## config.mk

```make
export PLATFORM = sky130hd
export DESIGN_NAME = sa_feed_skewer
export DESIGN_NICKNAME = d
export VERILOG_FILES = /design/src/rtl/sa_feed_skewer_pkg.sv /design/src/rtl/sa_feed_skewer_skew_lane.sv /design/src/rtl/sa_feed_skewer.sv
export SDC_FILE = /design/constraint.sdc
export NUM_CORES = 1
export LEC_CHECK = 0
export ABC_AREA = 1
export BUFFER_PORTS_ARGS = -buffer_cell sky130_fd_sc_hd__buf_2
export CAP_MARGIN = 20
export CORE_MARGIN = 4
export CORE_UTILIZATION = 40
export CTS_CLUSTER_DIAMETER = 60
export DETAILED_ROUTE_END_ITERATION = 7
export PLACE_DENSITY_LB_ADDON = 0.08
export SLEW_MARGIN = 30
export SYNTH_ARGS = -nofsm -noshare
export SYNTH_HDL_FRONTEND = slang
export SYNTH_HIERARCHICAL = 1
export SYNTH_SLANG_ARGS = --single-unit
```

## constraint.sdc

```tcl
create_clock -name clk -period 2.9 [get_ports clk]
set_input_delay 0.87 -clock clk [delete_from_list [all_inputs] [get_ports clk]]
set_output_delay 0.87 -clock clk [all_outputs]
set_load 0.02 [all_outputs]
```

## src/rtl/sa_feed_skewer_pkg.sv

```systemverilog
// Shared types for the systolic-array operand feed path: FSM states and lane slice placement.
// Lanes are packed MSB-first: lane 0 occupies the top DATA_WIDTH bits of a memory word.
package sa_feed_skewer_pkg;

    typedef enum logic [1:0] {
        ST_IDLE  = 2'd0,
        ST_READ  = 2'd1,
        ST_DRAIN = 2'd2
    } sa_state_e;

    // Bit offset of the least significant bit of a lane inside a packed word.
    function automatic int lane_lsb(input int lane, input int dw, input int pe);
        return (pe - 1 - lane) * dw;
    endfunction

endpackage

```

## src/rtl/sa_feed_skewer_skew_lane.sv

```systemverilog
// One lane of the diagonal skew: a DEPTH-stage shift register carrying {valid, data} together.
// Latency DEPTH cycles; no backpressure, shifts every cycle.
module sa_skew_lane #(
    parameter int DATA_WIDTH = 8,
    parameter int DEPTH      = 1
) (
    input  logic                  clk,
    input  logic                  rst_n,
    input  logic                  vld_i,
    input  logic [DATA_WIDTH-1:0] dat_i,
    output logic                  vld_o,
    output logic [DATA_WIDTH-1:0] dat_o
);

    logic [DEPTH-1:0]                 vld_q;
    logic [DEPTH-1:0][DATA_WIDTH-1:0] dat_q;

    always_ff @(posedge clk or negedge rst_n) begin
        if (!rst_n) begin
            vld_q <= '0;
            dat_q <= '0;
        end else begin
            vld_q[0] <= vld_i;
            dat_q[0] <= dat_i;
            for (int s = 1; s < DEPTH; s++) begin
                vld_q[s] <= vld_q[s-1];
                dat_q[s] <= dat_q[s-1];
            end
        end
    end

    assign vld_o = vld_q[DEPTH-1];
    assign dat_o = dat_q[DEPTH-1];

endmodule

```

## src/rtl/sa_feed_skewer.sv

```systemverilog
// Reads len consecutive operand words and feeds them to the array edge, lane i delayed i cycles.
// First lane-0 element 3 cycles after start; done pulses len+PE_SIZE+2 cycles after start.
module sa_feed_skewer
    import sa_feed_skewer_pkg::*;
#(
    parameter int DATA_WIDTH     = 8,
    parameter int PE_SIZE        = 16,
    parameter int MEM_ADDR_WIDTH = 7,
    parameter int LEN_WIDTH      = 7
) (
    input  logic                             clk,
    input  logic                             rst_n,
    input  logic                             start_i,
    input  logic [MEM_ADDR_WIDTH-1:0]        base_addr_i,
    input  logic [LEN_WIDTH-1:0]             len_i,
    output logic                             busy_o,
    output logic                             done_o,
    output logic                             mem_ce_o,
    output logic [MEM_ADDR_WIDTH-1:0]        mem_addr_o,
    input  logic [DATA_WIDTH*PE_SIZE-1:0]    mem_q_i,
    output logic [DATA_WIDTH*PE_SIZE-1:0]    sa_data_o,
    output logic [PE_SIZE-1:0]               sa_valid_o
);

    localparam int MEM_DATA_WIDTH = DATA_WIDTH * PE_SIZE;
    localparam int DRAIN_W        = $clog2(PE_SIZE + 2);

    sa_state_e                 state_q, state_d;
    logic [MEM_ADDR_WIDTH-1:0] base_q, base_d;
    logic [LEN_WIDTH-1:0]      len_q, len_d;
    logic [LEN_WIDTH-1:0]      word_q, word_d;
    logic [DRAIN_W-1:0]        drain_q, drain_d;
    logic                      done_q, done_d;
    logic                      rd_vld_q;

    always_ff @(posedge clk or negedge rst_n) begin
        if (!rst_n) begin
            state_q  <= ST_IDLE;
            base_q   <= '0;
            len_q    <= '0;
            word_q   <= '0;
            drain_q  <= '0;
            done_q   <= 1'b0;
            rd_vld_q <= 1'b0;
        end else begin
            state_q  <= state_d;
            base_q   <= base_d;
            len_q    <= len_d;
            word_q   <= word_d;
            drain_q  <= drain_d;
            done_q   <= done_d;
            rd_vld_q <= (state_q == ST_READ);
        end
    end

    always_comb begin
        state_d = state_q;
        base_d  = base_q;
        len_d   = len_q;
        word_d  = word_q;
        drain_d = drain_q;
        done_d  = 1'b0;
        case (state_q)
            ST_IDLE: begin
                if (start_i) begin
                    base_d  = base_addr_i;
                    len_d   = len_i;
                    word_d  = '0;
                    drain_d = '0;
                    if (len_i == '0) begin
                        done_d = 1'b1;
                    end else begin
                        state_d = ST_READ;
                    end
                end
            end
            ST_READ: begin
                if (word_q == len_q - LEN_WIDTH'(1)) begin
                    word_d  = '0;
                    state_d = ST_DRAIN;
                end else begin
                    word_d = word_q + LEN_WIDTH'(1);
                end
            end
            ST_DRAIN: begin
                // PE_SIZE+1 cycles: lets the deepest lane empty before done.
                if (drain_q == DRAIN_W'(PE_SIZE)) begin
                    drain_d = '0;
                    done_d  = 1'b1;
                    state_d = ST_IDLE;
                end else begin
                    drain_d = drain_q + DRAIN_W'(1);
                end
            end
            default: state_d = ST_IDLE;
        endcase
    end

    assign busy_o     = (state_q != ST_IDLE);
    assign mem_ce_o   = (state_q == ST_READ);
    assign mem_addr_o = base_q + MEM_ADDR_WIDTH'(word_q);
    assign done_o     = done_q;

    // Lane inputs are zeroed when no read data is returning so idle lanes carry zero fill.
    for (genvar i = 0; i < PE_SIZE; i++) begin : g_lane
        localparam int LSB = lane_lsb(i, DATA_WIDTH, PE_SIZE);
        logic [DATA_WIDTH-1:0] lane_dat;

        assign lane_dat = rd_vld_q ? mem_q_i[LSB +: DATA_WIDTH] : '0;

        sa_skew_lane #(
            .DATA_WIDTH (DATA_WIDTH),
            .DEPTH      (i + 1)
        ) u_lane (
            .clk   (clk),
            .rst_n (rst_n),
            .vld_i (rd_vld_q),
            .dat_i (lane_dat),
            .vld_o (sa_valid_o[i]),
            .dat_o (sa_data_o[LSB +: DATA_WIDTH])
        );
    end

endmodule
```

After elaboration in Yosys (flattened, before gate mapping):

Index checks and enable logic that the tools add are counted.

* flip-flop bits (word level): 1254
* input port bits: 145
* output and inout port bits: 154
* word-level logic and storage cells: 211

* add/sub/neg operators: 4
* eq/ne operators: 8
* multiplexer cells: 31
* reduce and logical (&&, ||, !) cells: 9

Operators by type and width (count)
* 8-bit two-way mux: 16
* 7-bit two-way mux: 2
* 7-bit case mux with 2 select lines: 1
* 5-bit two-way mux: 2
* 5-bit case mux with 2 select lines: 1
* 2-bit two-way mux: 4
* 7-bit by 1-bit adder with 7-bit output, second input constant: 1
* 7-bit adder: 1
* 7-bit equality test: 1
* 7-bit logical NOT: 1
* 7-bit by 1-bit subtractor with 7-bit output, second input constant: 1
* 2-bit != test, second input constant: 3
* 2-bit case mux with 3 select lines: 1
* 2-bit AND reduction: 3
* 2-bit nonzero test: 3
* 5-bit by 1-bit adder with 5-bit output, second input constant: 1
* 5-bit equality test, second input constant: 1
* 4-bit AND reduction: 1
* 1-bit two-way mux: 3
* 2-bit by 1-bit equality test with 1-bit output, second input constant: 1
* 2-bit equality test, second input constant: 1
* 2-bit logical NOT: 1
* 2-bit by 1-bit != test with 1-bit output, second input constant: 1
* 1-bit case mux with 2 select lines: 1

Depth between registers and ports, before layout:

Gate-level depths: netlist of the first run.

* depth after elaboration: 4
* gate-level depth with buffers: 12
* gate-level depth less buffers: 12

Hierarchy:

Netlist of the first run, hierarchy kept.

Modules (own cells, without submodules)
* sa_skew_lane at g_lane[15].u_lane: times used 1, cells each 152, area each 3663.5 um^2, sequential area each 3603.5 um^2
* sa_skew_lane at g_lane[14].u_lane: times used 1, cells each 143, area each 3438.3 um^2, sequential area each 3378.2 um^2
* sa_skew_lane at g_lane[13].u_lane: times used 1, cells each 134, area each 3213.1 um^2, sequential area each 3153.0 um^2
* sa_skew_lane at g_lane[12].u_lane: times used 1, cells each 125, area each 2987.9 um^2, sequential area each 2927.8 um^2
* sa_feed_skewer: times used 1, cells each 538, area each 2955.3 um^2, sequential area each 750.7 um^2
* sa_skew_lane at g_lane[11].u_lane: times used 1, cells each 116, area each 2762.6 um^2, sequential area each 2702.6 um^2
* sa_skew_lane at g_lane[10].u_lane: times used 1, cells each 107, area each 2537.4 um^2, sequential area each 2477.4 um^2
* sa_skew_lane at g_lane[9].u_lane: times used 1, cells each 98, area each 2312.2 um^2, sequential area each 2252.2 um^2
* sa_skew_lane at g_lane[8].u_lane: times used 1, cells each 89, area each 2087.0 um^2, sequential area each 2026.9 um^2
* sa_skew_lane at g_lane[7].u_lane: times used 1, cells each 80, area each 1861.8 um^2, sequential area each 1801.7 um^2
* sa_skew_lane at g_lane[6].u_lane: times used 1, cells each 71, area each 1636.6 um^2, sequential area each 1576.5 um^2
* sa_skew_lane at g_lane[5].u_lane: times used 1, cells each 62, area each 1411.4 um^2, sequential area each 1351.3 um^2
* sa_skew_lane at g_lane[4].u_lane: times used 1, cells each 53, area each 1186.1 um^2, sequential area each 1126.1 um^2
* sa_skew_lane at g_lane[3].u_lane: times used 1, cells each 44, area each 960.9 um^2, sequential area each 900.9 um^2
* 3 more rows

Least setup slack after synthesis of the first run:

Ideal clock, no wire load.

* kind: reg2out
* from: register word_q[0]
* to: output port mem_addr_o[6]
* data arrival time: 1.682 ns
* required time: 2.030 ns
* path slack: 0.348 ns
* stages on the path, launching flop included: 11
* path buffers: 0
* cell sequence: dfrtp_1 -> ha_1 -> inv_1 -> fa_1 -> o21ai_0 -> nand2_1 -> nand2_1 -> a21oi_1 -> inv_1 -> nand2_1 -> nand2_1

* word-level cells in the longest chain between the ends: 1

Ends and longest elaborated chain
* start, declared: line sa_feed_skewer.sv:31 `logic [LEN_WIDTH-1:0] word_q, word_d;`
* start signal, assigned: line sa_feed_skewer.sv:49 `word_q <= word_d;`
* 7-bit adder: line sa_feed_skewer.sv:101 `assign mem_addr_o = base_q + MEM_ADDR_WIDTH'(word_q);`
* end, declared: line sa_feed_skewer.sv:19 `output logic [MEM_ADDR_WIDTH-1:0] mem_addr_o,`

No other way between the ends.

Final worst setup path of the first run:

* from: register base_q[0]
* to: output port mem_addr_o[6]

* word-level cells in the longest chain between the ends: 1

Ends and longest elaborated chain
* start, declared: line sa_feed_skewer.sv:29 `logic [MEM_ADDR_WIDTH-1:0] base_q, base_d;`
* start signal, assigned: line sa_feed_skewer.sv:47 `base_q <= base_d;`
* 7-bit adder: line sa_feed_skewer.sv:101

No other way between the ends.

==> results of run 1 <==
metal layers:
| metal | track usage (%) | up-vias | routed length (um) |
|---|---|---|---|
| met2 | 16.8 | 323 | 22800 |
| met4 | 5.42 | 2 | 1540 |
| li1 | - | 6235 | - |
| met5 | 0 | - | 13 |
| met3 | 3.30 | 120 | 2790 |
| met1 | 14.6 | 7101 | 20200 |
registers in the layout, summed over array words and instances, names as in the netlist:
| signal | count |
|---|---|
| g_lane.u_lane/vld_o | 1 |
| g_lane.u_lane/vld_q | 135 |
| g_lane.u_lane/dat_o | 128 |
| g_lane.u_lane/dat_q | 960 |
| drain_q | 5 |
| len_q | 7 |
| rd_vld_q | 1 |
| done_o | 1 |
| word_q | 7 |
| base_q | 7 |
| state_q | 2 |
metrics by stage:
stage / cell area [um^2] / power (W) / cells / setup WS [ps]
finish: 41400 / 0.0435 / 3459 / -289
global route: 41400 / 0.0459 / 3457 / -412
CTS: 41400 / 0.0443 / 3455 / -322
detailed placement: 36900 / 0.0272 / 3218 / 227
global placement: 36900 / 0.0270 / 3218 / 237
floorplan: 34500 / 0.0256 / 1882 / 348
power by group through the flow:
stage	clock (W)	sequential [W]	combinational, W
after floorplan	0	0.0229	0.00267
after global placement	0	0.0232	0.00376
after detailed placement	0	0.0234	0.00382
after CTS	0.0172	0.0231	0.00397
after global routing	0.0180	0.0234	0.00442
final	0.0165	0.0230	0.00395
worst max path at each step:
stage	from	to	slack [ps]	cells past startpoint
2_1_floorplan	word_q[0]	mem_addr_o[6]	350	10
3_3_place_gp	base_q[0]	mem_addr_o[6]	240	11
3_5_place_dp	base_q[0]	mem_addr_o[6]	230	11
4_1_cts	word_q[0]	mem_addr_o[6]	-320	11
5_1_grt	word_q[0]	mem_addr_o[6]	-410	11
6_report	base_q[0]	mem_addr_o[6]	-290	11
logic make-up after synthesis:
family	count (synthesis)	synth area share (%)
buffers and inverters	308	4.71
adders and majority gates	11	0.421
DFF	1254	91.0
AOI/OAI and AO/OA	26	0.414
xor gates and xnor gates	14	0.356
and+or+nand+nor	269	3.11
cells in the final DEF (no fill, tap or decap), types with 15 or more instances in the layout:
cell,n
buf_12,16
clkbuf_1,23
inv_1,160
buf_4,25
dfrtp_1,1251
clkbuf_16,134
nand2_1,218
o21ai_0,15
clkbuf_8,34
clkinv_2,17
buf_2,293
nand3_1,25
final cells by class:
| type | instances | area [um^2] |
|---|---|---|
| multi-input cells | 320 | 1530 |
| clock inverters | 43 | 539 |
| repair buffers | 336 | 2000 |
| flip-flops and latches | 1254 | 31400 |
| well taps | 1144 | 1430 |
| inverters | 168 | 631 |
| fillers | 7315 | 44000 |
| clock buffers | 191 | 3910 |
| diodes | 3 | 7.51 |
repair_timing:
item                                    CTS  global route
setup buffers                             3             1
gates cloned                              0             0
gates resized for setup                  12             7
hold buffers                              0             0
pin swaps                                 1             2
endpoints found under the setup margin    6             6
==> flow_summary.toml, run 1 <==
[timing]
tightest_slew_ps = 677
tns_ps = -665
fin_hold_ws_ps = 67.5
setup_ws_ps = -289
maxSlewHeadroom_pct = 54.8
skew_ps = 21.5
fin_crit_ps = 3190
setup_viol = 4
finalHoldViolations = 0
timing.final.crit_share_pct = 110
drv_slew = 0
rsz0062_at_grt = "yes"
max_freq_mhz = 314

[critical_path]
cp_data_arrival_time_ps = 2320
cp_slowest_stage_delay_ps = 360
r2r_cells = 6
critPathTopFamily = "adder cells"
cp_slowest_cell = "dfrtp_1"
crit_chain = "ha_2, inv_2, fa_2, o21ai_2, nand2_1, nand2_2, a21oi_2, inv_1, nand2_1, nand2_1, buf_6"
reg2reg_slack_ps = 1110
path_buf_inv = 3
crit_type = "flip-flop to primary output"
worst-path-max-fanout = 2
path_common_cell = "nand2_1"
rr_startpoint = "state_q[1]"
required_ps = 2030
r2r-end = "word_q[6]"
worstSetupEndpointType = "primary output"
start_kind = "flip-flop"

[hold_path]
hold_path.class = "input port to async pin"

[synthesis]
yosys.area.top_type = "dfrtp_1"
synthCells = 1882
ys_types = 27
syn_area_um2 = 34500
synth_seq_area_share_pct = 91.0
syn_avg_cell_area_um2 = 18.3
yosysWarningCount = 6
synth.most_common_cell = "dfrtp_1"
ys.flop_type = "dfrtp_1"
synth_top_area_share_pct = 91.0
synth-edff-count = 0
synthArstFlopShare_pct = 100
synth_top_cells_by_area = "dfrtp_1 91%, buf_4 2.6%, nand2_1 2.4%"
syn_nets = 2038
synth_seq_cells = 1254
synth_commonest_cells = "1,254 x dfrtp_1, 219 x nand2_1, 162 x inv_1"

[clock_tree]
cts_buffers = 133
htreeDepth = 4
clk_latency_ps = 690
cts_tree = "yes"
clk_pin_slew_ps = 60
clock-sinks = 1254
clock_path_buffers = 3
cts_root_buf = "clkbuf_16"

[route]
drtPass1Iterations = 5
vias_per_cell = 3.98
dr_total_vias = 13781
ant_nets = 0
drt_wl_total_mm = 47.4
drcViolationCount = 0
drt-initial-drc-count = 732
wire_per_inst_um = 13.7

[grt]
grt_pass1_wl_mm = 79.6
grt_max_degree = 118
antenna_found_initial = 3
grt_pass1_vias = 15148
grt_overflow = 0
track_usage_pct = 11.1

[power_and_ir_drop]
internal-power_w = 0.0330
p_sw_share_pct = 24.1
power_frac_seq_pct = 52.9
pwr-share-comb_pct = 9.1
power_density_nw_per_um2 = 1050
vdd_drop_max_mv = 0.613
switchingPower_w = 0.0105
leakagePower_nw = 20.7
pwr-share-clk_pct = 38.0

[place]
dp.final_hpwl_mm = 27.9
io_buffer_count = 298
gp_congestion = 0.787

[flow_run]
max-cap-violations = 0

[floorplanning]
die_x_um = 302
die_h_um = 302
dieArea_um2 = 91000
coreArea_um2 = 85400
fp-row-count = 107
boundaryPins = 299
initial_utilization_pct = 40.4

[final_layout]
fin_util_pct = 48.5
nNetsFinal = 2369
drive_above_1_share_pct = 24.8
syn_to_final_growth_pct = 20.1

[status]
status = "complete, but fails checks"
violations = "setup timing"
Note: power is estimated with default switching activity, not from simulation.
==> run 2: changes to the inputs <==
clock period = 3.1 ns   (was 2.9 ns; I/O delays follow)
==> run 2 against run 1 <==
Net effect:
- critical endpoint unchanged
- critical path depth is the same
- clock skew shrank 1.6 ps
- critical path type unchanged
- sequential cell count is the same
- cell count grew 0.38%
- largest power group unchanged
- power shrank 6.0%
- the flow still finishes with violations (setup timing)
- highest routed layer unchanged
==> flow_summary.toml, run 2 (same netlist as run 1, synthesis figures left out) <==
[route]
drt_wl_total_mm = 48.0
wire_per_inst_um = 13.8
ant_nets = 0
drcViolationCount = 0
dr_total_vias = 13875
drtPass1Iterations = 4
drt-initial-drc-count = 794
vias_per_cell = 4.00

[grt]
track_usage_pct = 11.2
grt_max_degree = 120
grt_pass1_wl_mm = 80.8
grt_overflow = 0
antenna_found_initial = 3
grt_pass1_vias = 15437

[floorplanning]
fp-row-count = 107
initial_utilization_pct = 40.4
coreArea_um2 = 85400
boundaryPins = 299
die_h_um = 302
die_x_um = 302
dieArea_um2 = 91000

[critical_path]
crit_path_end = "mem_addr_o[6]"
crit_type = "flip-flop to primary output"
required_ps = 2170
rr_startpoint = "state_q[1]"
r2r-end = "word_q[2]"
reg2reg_slack_ps = 1300
worstSetupEndpointType = "primary output"
cp_data_arrival_time_ps = 2290
worst-path-max-fanout = 2
startpoint = "word_q[0]"
start_kind = "flip-flop"
r2r_cells = 6

[timing]
maxSlewHeadroom_pct = 54.9
fin_crit_ps = 3220
tns_ps = -174
finalHoldViolations = 0
skew_ps = 19.9
setup_viol = 2
setup_ws_ps = -119
drv_slew = 0
max_freq_mhz = 311
fin_hold_ws_ps = 153
tightest_slew_ps = 676
timing.final.crit_share_pct = 104
rsz0062_at_grt = "yes"

[place]
io_buffer_count = 298
dp.final_hpwl_mm = 28.3
gp_congestion = 0.792
placed_cells = 3225

[clock_tree]
cts_buffers = 133
clock-sinks = 1254
clock_path_buffers = 3
htreeDepth = 4
cts_tree = "yes"
clk_latency_ps = 690
clk_pin_slew_ps = 60
cts_root_buf = "clkbuf_16"

[final_layout]
fillers = 7226
stdcell_count = 3472
final_common_cell = "dfrtp_1"
nNetsFinal = 2377
largest_register_ffs = 960
regMostFlops = "g_lane.u_lane/dat_q"
syn_to_final_growth_pct = 20.8
layout_common_cells = "1,250 x dfrtp_1, 293 x buf_2, 216 x nand2_1"
drive_above_1_share_pct = 25.5

[power_and_ir_drop]
leakagePower_nw = 20.9
power_density_nw_per_um2 = 981
vdd_drop_max_mv = 0.545
power_w = 0.0409

[status]
violations = "setup timing"
status = "complete, but fails checks"

[hold_path]
hold_path.class = "input port to async pin"

[flow_run]
max-cap-violations = 0
-- run 2: worst min-delay path by stage --
| stage | slack, ps | cells past startpoint | to | from |
|---|---|---|---|---|
| 3_5_place_dp | 330 | 0 | g_lane[10].u_lane/dat_o[5] | g_lane[10].u_lane/dat_q[77] |
| 4_1_cts | 120 | 1 | base_q[1] | rst_n |
| 5_1_grt | 130 | 1 | base_q[1] | rst_n |
| 6_report | 150 | 1 | base_q[1] | rst_n |
| 2_1_floorplan | 330 | 0 | g_lane[10].u_lane/dat_o[0] | g_lane[10].u_lane/dat_q[72] |
| 3_3_place_gp | 330 | 0 | g_lane[5].u_lane/dat_q[26] | g_lane[5].u_lane/dat_q[18] |
-- run 2: area by class of cell --
class | instances | area (um^2) | area share (%)
timing repair buffer | 344 | 2170 | 5.21
inverter | 168 | 631 | 1.51
multi-input combinational | 320 | 1540 | 3.69
sequential | 1254 | 31400 | 75.3
clock inverter | 53 | 616 | 1.48
clock buffer | 187 | 3880 | 9.32
antenna | 2 | 5.00 | 0.0120
tap | 1144 | 1430 | 3.44
-- run 2: metal layers --
layer / up-vias / part of all wire (%) / GRT usage, % / wire, um
met5: - / 0.027 / 0 / 13
met4: 2 / 3.8 / 5.64 / 1840
met3: 144 / 6.3 / 3.48 / 3010
met2: 347 / 47 / 17.0 / 22600
met1: 7145 / 43 / 14.7 / 20500
li1: 6237 / - / - / -
-- run 2: through the flow --
stage | cell area (um^2) | util (%) | worst slack, ps
6_report | 41700 | 48.8 | -119
2_1_floorplan | 34500 | - | 488
3_3_place_gp | 37000 | 43.4 | 204
4_1_cts | 41600 | 48.7 | -185
5_1_grt | 41700 | 48.8 | -268
3_5_place_dp | 37000 | 43.4 | 208
-- run 2: power breakdown --
part / internal (W) / switching [W]
clock network: 0.00942 / 0.00621
registers: 0.0203 / 0.00121
logic: 0.00125 / 0.00247
-- run 2: what timing repair did --
action                     CTS  global route
gates cloned                 0             0
pin swaps                    1             0
hold buffers                 0             0
setup endpoints to repair    5             3
setup buffers                4             1
resized for setup           13             9
-- run 2: critical path, cell delays in order, from the launching register on --
cell and delay, ps:
dfrtp_1 360, ha_2 190, inv_2 40, fa_2 350, o21ai_2 160, nand2_1 70, nand2_1 70, a21oi_2 60
inv_1 60, nand2_1 40, nand2_1 80, buf_6 120
